[src/rtl/arb_mem_dados_pkg.sv]
// Shared definitions for the two-requester data-memory arbiter: state encodings, memory size, counter width.
package arb_mem_dados_pkg;

  typedef enum logic [1:0] {
    OCIOSO   = 2'd0,
    ACESSO   = 2'd1,
    RESPOSTA = 2'd2
  } estado_t;

  localparam int MEM_PALAVRAS = 64;
  localparam int ACESSOS_W    = 16;

  function automatic logic em_faixa(input logic [31:0] addr);
    return addr < 32'(MEM_PALAVRAS);
  endfunction

endpackage

[src/rtl/arb_mem_dados_arb_rr2.sv]
// Two-way round-robin pick; combinational winner, pointer moves only when the grant is taken.
// Latency 0 for the pick; no backpressure, the caller decides when to consume via update.
module arb_rr2 (
  input  logic clk,
  input  logic rst_n,
  input  logic req0,
  input  logic req1,
  input  logic update,
  output logic vencedor
);

  logic ultimo;

  always_comb begin
    vencedor = 1'b0;
    if (req0 && req1) begin
      vencedor = ~ultimo;
    end else if (req1) begin
      vencedor = 1'b1;
    end
  end

  // Reset as "last = 1" so requester 0 takes the first tie.
  always_ff @(posedge clk or negedge rst_n) begin
    if (!rst_n) begin
      ultimo <= 1'b1;
    end else if (update) begin
      ultimo <= vencedor;
    end
  end

endmodule

[src/rtl/arb_mem_dados.sv]
// Arbitrates CPU and debug ports onto one data memory; grant +1, access +2, response +3 cycles.
// No backpressure: requests are only sampled in OCIOSO, so one access completes every 3 cycles at best.
module arb_mem_dados
  import arb_mem_dados_pkg::*;
(
  input  logic                 clk,
  input  logic                 rst_n,
  input  logic                 req0,
  input  logic                 req1,
  input  logic                 we0,
  input  logic                 we1,
  input  logic [31:0]          addr0,
  input  logic [31:0]          addr1,
  input  logic [31:0]          wdata0,
  input  logic [31:0]          wdata1,
  output logic                 gnt0,
  output logic                 gnt1,
  output logic                 rvalid0,
  output logic                 rvalid1,
  output logic [31:0]          rdata,
  output logic                 err_addr,
  output logic                 mem_write,
  output logic                 mem_read,
  output logic [31:0]          mem_pos,
  output logic [31:0]          mem_dados,
  input  logic [31:0]          mem_saida,
  output logic [ACESSOS_W-1:0] acessos
);

  estado_t     estado, prox;
  logic        concede;
  logic        vencedor;
  logic        we_sel;
  logic [31:0] addr_sel;
  logic [31:0] wdata_sel;
  logic        faixa_sel;
  logic        op_we;
  logic        op_ok;
  logic        op_win;

  arb_rr2 u_arb (
    .clk      (clk),
    .rst_n    (rst_n),
    .req0     (req0),
    .req1     (req1),
    .update   (concede),
    .vencedor (vencedor)
  );

  assign we_sel    = vencedor ? we1    : we0;
  assign addr_sel  = vencedor ? addr1  : addr0;
  assign wdata_sel = vencedor ? wdata1 : wdata0;
  assign faixa_sel = em_faixa(addr_sel);

  always_ff @(posedge clk or negedge rst_n) begin
    if (!rst_n) begin
      estado <= OCIOSO;
    end else begin
      estado <= prox;
    end
  end

  always_comb begin
    prox    = estado;
    concede = 1'b0;
    case (estado)
      OCIOSO: begin
        if (req0 || req1) begin
          concede = 1'b1;
          prox    = ACESSO;
        end
      end
      ACESSO:   prox = RESPOSTA;
      RESPOSTA: prox = OCIOSO;
      default:  prox = OCIOSO;
    endcase
  end

  // Strobes are registered at grant so they are high exactly during ACESSO; an async
  // reset inside ACESSO drops mem_write before the committing edge.
  always_ff @(posedge clk or negedge rst_n) begin
    if (!rst_n) begin
      gnt0      <= 1'b0;
      gnt1      <= 1'b0;
      rvalid0   <= 1'b0;
      rvalid1   <= 1'b0;
      rdata     <= '0;
      err_addr  <= 1'b0;
      mem_write <= 1'b0;
      mem_read  <= 1'b0;
      mem_pos   <= '0;
      mem_dados <= '0;
      acessos   <= '0;
      op_we     <= 1'b0;
      op_ok     <= 1'b0;
      op_win    <= 1'b0;
    end else begin
      gnt0      <= concede && !vencedor;
      gnt1      <= concede && vencedor;
      rvalid0   <= 1'b0;
      rvalid1   <= 1'b0;
      err_addr  <= 1'b0;
      mem_write <= 1'b0;
      mem_read  <= 1'b0;
      if (concede) begin
        op_we     <= we_sel;
        op_ok     <= faixa_sel;
        op_win    <= vencedor;
        mem_pos   <= addr_sel;
        mem_dados <= wdata_sel;
        mem_write <= we_sel && faixa_sel;
        mem_read  <= !we_sel && faixa_sel;
      end
      if (estado == ACESSO) begin
        err_addr <= !op_ok;
        if (!op_we) begin
          rdata   <= op_ok ? mem_saida : 32'h0;
          rvalid0 <= !op_win;
          rvalid1 <= op_win;
        end
        if (op_ok) begin
          acessos <= acessos + ACESSOS_W'(1);
        end
      end
    end
  end

endmodule

[config.mk]
export PLATFORM = sky130hd
export DESIGN_NAME = arb_mem_dados
export DESIGN_NICKNAME = d
export VERILOG_FILES = /design/src/rtl/arb_mem_dados_pkg.sv /design/src/rtl/arb_mem_dados_arb_rr2.sv /design/src/rtl/arb_mem_dados.sv
export SDC_FILE = /design/constraint.sdc
export NUM_CORES = 1
export LEC_CHECK = 0
export ABC_AREA = 1
export CAP_MARGIN = 15
export CORE_ASPECT_RATIO = 0.7
export CORE_MARGIN = 4
export CORE_UTILIZATION = 50
export CTS_BUF_LIST = sky130_fd_sc_hd__clkbuf_8 sky130_fd_sc_hd__clkbuf_16
export DETAILED_ROUTE_END_ITERATION = 16
export DONT_BUFFER_PORTS = 1
export GPL_ROUTABILITY_DRIVEN = 0
export MAX_ROUTING_LAYER = met4
export PLACE_DENSITY = 0.74
export SYNTH_ARGS = -nofsm -noshare
export SYNTH_HDL_FRONTEND = slang
export SYNTH_HIERARCHICAL = 1
export SYNTH_SLANG_ARGS = --single-unit
[constraint.sdc]
create_clock -name clk -period 2.85 [get_ports clk]
set_clock_uncertainty 0.15 [all_clocks]
set_input_delay 0.855 -clock clk [delete_from_list [all_inputs] [get_ports clk]]
set_output_delay 0.855 -clock clk [all_outputs]
set_load 0.005 [all_outputs]
==> qor.csv <==
stage;metric;value;unit
drt;ant_nets;0;
timing;slew_headroom;0.3479;
setup_path;critPathMaxFanout;39;
finish;multi_input_area;2042;sq um
finish;fin_cells;753;
clocking;clock_latency;390;ps
finish;fin_util;0.5866;
floorplanning;start_util;0.5220;
drt;wl;14.05;mm
global_routing;track_usage;0.2222;
setup_path;cp.required;3010;ps
synthesis;synthSimpleGateAreaFrac;0.2468;
drt;via_per_inst;5.578;
finish;final_area;6166;sq um
placed_design;post-place-ws;397.0;ps
power_and_ir_drop;pwr-share-comb;0.206;
floorplanning;die_x;133.2;microns
synthesis;synth_top_family_by_area;simple AND/OR/NAND/NOR gates;
synthesis;syn_inst;603;
min_path;hp-class;in -> async;
floorplanning;dieArea;12740;sq um
setup_path;end_kind;flop;
setup_path;worst_path_max_delay_cell;dfstp_2;
power_and_ir_drop;p_seq_frac;0.434;
global_routing;grt_pass1_wl;21.65;mm
power_and_ir_drop;p_leak;2.970;nW
setup_path;cp_cell_sequence;nand2_1 -> and2_1 -> buf_12 -> or2_1 -> o21ai_2 -> nand2_1 -> nor2_2 -> nand3_2 -> o21ai_2;
floorplanning;ioPinCount;285;
floorplanning;core_area;10510;sq um
setup_path;crit_type;reg -> reg;
drt;drt-pass1-iter-count;4;
synthesis;synth_cell_type_count;34;
timing;setup_ws;751.1;ps
synthesis;syn_avg_cell_area;9.099;sq um
timing;grt_setup_unrepaired;no;
timing;tightest_slew;977.1;ps
synthesis;synth.cell_area;5487;sq um
timing;slew_violations;0;
drt;dr.first_iter.drc_count;212;
timing;fin_crit_sh;0.7365;
synthesis;synth_compound_area_frac;0.1024;
setup_path;cp_data_arrival_time;2260;ps
run;drv_cap;0;
setup_path;worst_setup_path_start_kind;flop;
finish;layout_commonest_cell;nand2_1;
synthesis;synth-xor-area-share;0.02075;
floorplanning;die_y;95.64;microns
power_and_ir_drop;clkPwrFrac;0.360;
synthesis;synth-adder-area-share;0.002281;
floorplanning;num_rows;31;
power_and_ir_drop;peakVddDrop;0.4612;mV
placed_design;dp.cells;721;
finish;layout.nets;759;
global_routing;antenna_found_initial;0;
finish;seq_area;3129;sq um
synthesis;synth.area.mux_share;0;
finish;area_growth;12.38;%
placed_design;hpwl;10.16;mm
clocking;root_buffer;clkbuf_16;
timing;finalSetupTns;0;ps
global_routing;overflow;0;
status;status;completed;
placed_design;place_area;5524;sq um
clocking;cts_sinks;125;
power_and_ir_drop;p_sw_frac;0.3348;
clocking;cts_buffer_depth;2;
clocking;cts_setup_buffers;0;
finish;diodes;0;
clocking;cts-resized-gates;0;
timing;min_period;2099;ps
finish;layout_common_cells;nand2_1, dfrtp_1, nand3_1;
power_and_ir_drop;intPower;4.233;mW
power_and_ir_drop;p_total;6.363;mW
drt;post_drt_wl_per_cell;18.66;microns
drt;drc;0;
clocking;cts_buffers;17;
timing;finalSetupViolCount;0;
global_routing;grt_pass1_vias;4151;
synthesis;ys_seq_area_frac;0.5704;
timing;fin_hold_ws;3.346;ps
synthesis;synth_nets;770;
drt;vias;4200;
placed_design;port_buffers;0;
synthesis;ys_ff_latch;125;
timing;finalHoldViolCount;0;
setup_path;max_stage_delay;530;ps
finish;num-fill-cells;924;
global_routing;grt_max_degree;126;
power_and_ir_drop;p_switching;2.130;mW
clocking;tritoncts;yes;
synthesis;yosys_warnings;6;
clocking;clk_pin_slew;60;ps
timing;fmax;0.4764;GHz
finish;drive_gt1_frac;0.09091;
clocking;htreeDepth;4;
power_and_ir_drop;power_density;1032;nW/um^2
## per-layer routing
layer | track usage | vias to the layer above | routed length [microns]
met5 | - | - | 0
met4 | 0.06935 | 0 | 181
met3 | 0.08492 | 16 | 1299
met2 | 0.3556 | 189 | 7079
met1 | 0.2645 | 2045 | 5492
li1 | - | 1950 | -
## cell type report
cell class / count / share of cell area
inverter: 36 / 0.02273
timing repair buffer: 2 / 0.004464
clock inverter: 13 / 0.03064
clock buffer: 19 / 0.07346
tap: 148 / 0.03003
sequential: 125 / 0.5075
multi-input combinational: 410 / 0.3312
## power by group through the flow
stage                     registers [mW]  clock network [mW]  logic [mW]
after global placement              2.79                   0        1.25
after CTS                           2.77                2.33        1.33
after detailed placement            2.78                   0        1.33
after global routing                2.82                2.44        1.53
final                               2.76                2.29        1.31
after floorplan                     2.61                   0        1.14
## final timing paths
path | startpoint | endpoint | slack, ps | depth (start not counted)
max | u_arb/ultimo | op_ok | 750 | 9
min | rst_n | acessos[9] | 3 | 0
max reg2reg | u_arb/ultimo | op_ok | 750 | 9
min reg2reg | op_win | rvalid0 | 280 | 1
max in group asynchronous | rst_n | u_arb/ultimo | 2350 | 0
min in group clk | op_win | rvalid0 | 280 | 1
## sequential cells by signal (all words and copies together), names as in the netlist, 2 cells and up
name	count
acessos	16
estado	2
mem_dados	32
mem_pos	32
rdata	32
## synthesized netlist by cell type, drive strengths merged
master	instances	area share
or2	4	0.0046
a21oi	1	0.00091
dfrtp	124	0.57
nand4	2	0.0023
nor2	41	0.031
and2	1	0.0011
ha	1	0.0023
nand3b	2	0.0050
buf	19	0.023
nor3	6	0.0094
clkbuf	13	0.0089
inv	36	0.026
o21ai	32	0.031
dfstp	1	0.0048
a31oi	11	0.013
xor2	7	0.011
xnor2	6	0.0096
nand3	45	0.042
a32o	32	0.058
nand2	219	0.15
## critical path, delay by kind of cell, from the launching register on
family	cells	cell delay, ps
flops	1	530
buf+inv	1	200
compound gates	2	210
simple gates	6	930
## cells by family after synthesis
group           after synthesis
compound gates               76
xor+xnor                     13
fa+ha+maj                     1
buf+inv                      68
flops                       125
simple gates                320
Note: power is estimated with default switching activity, not from simulation.
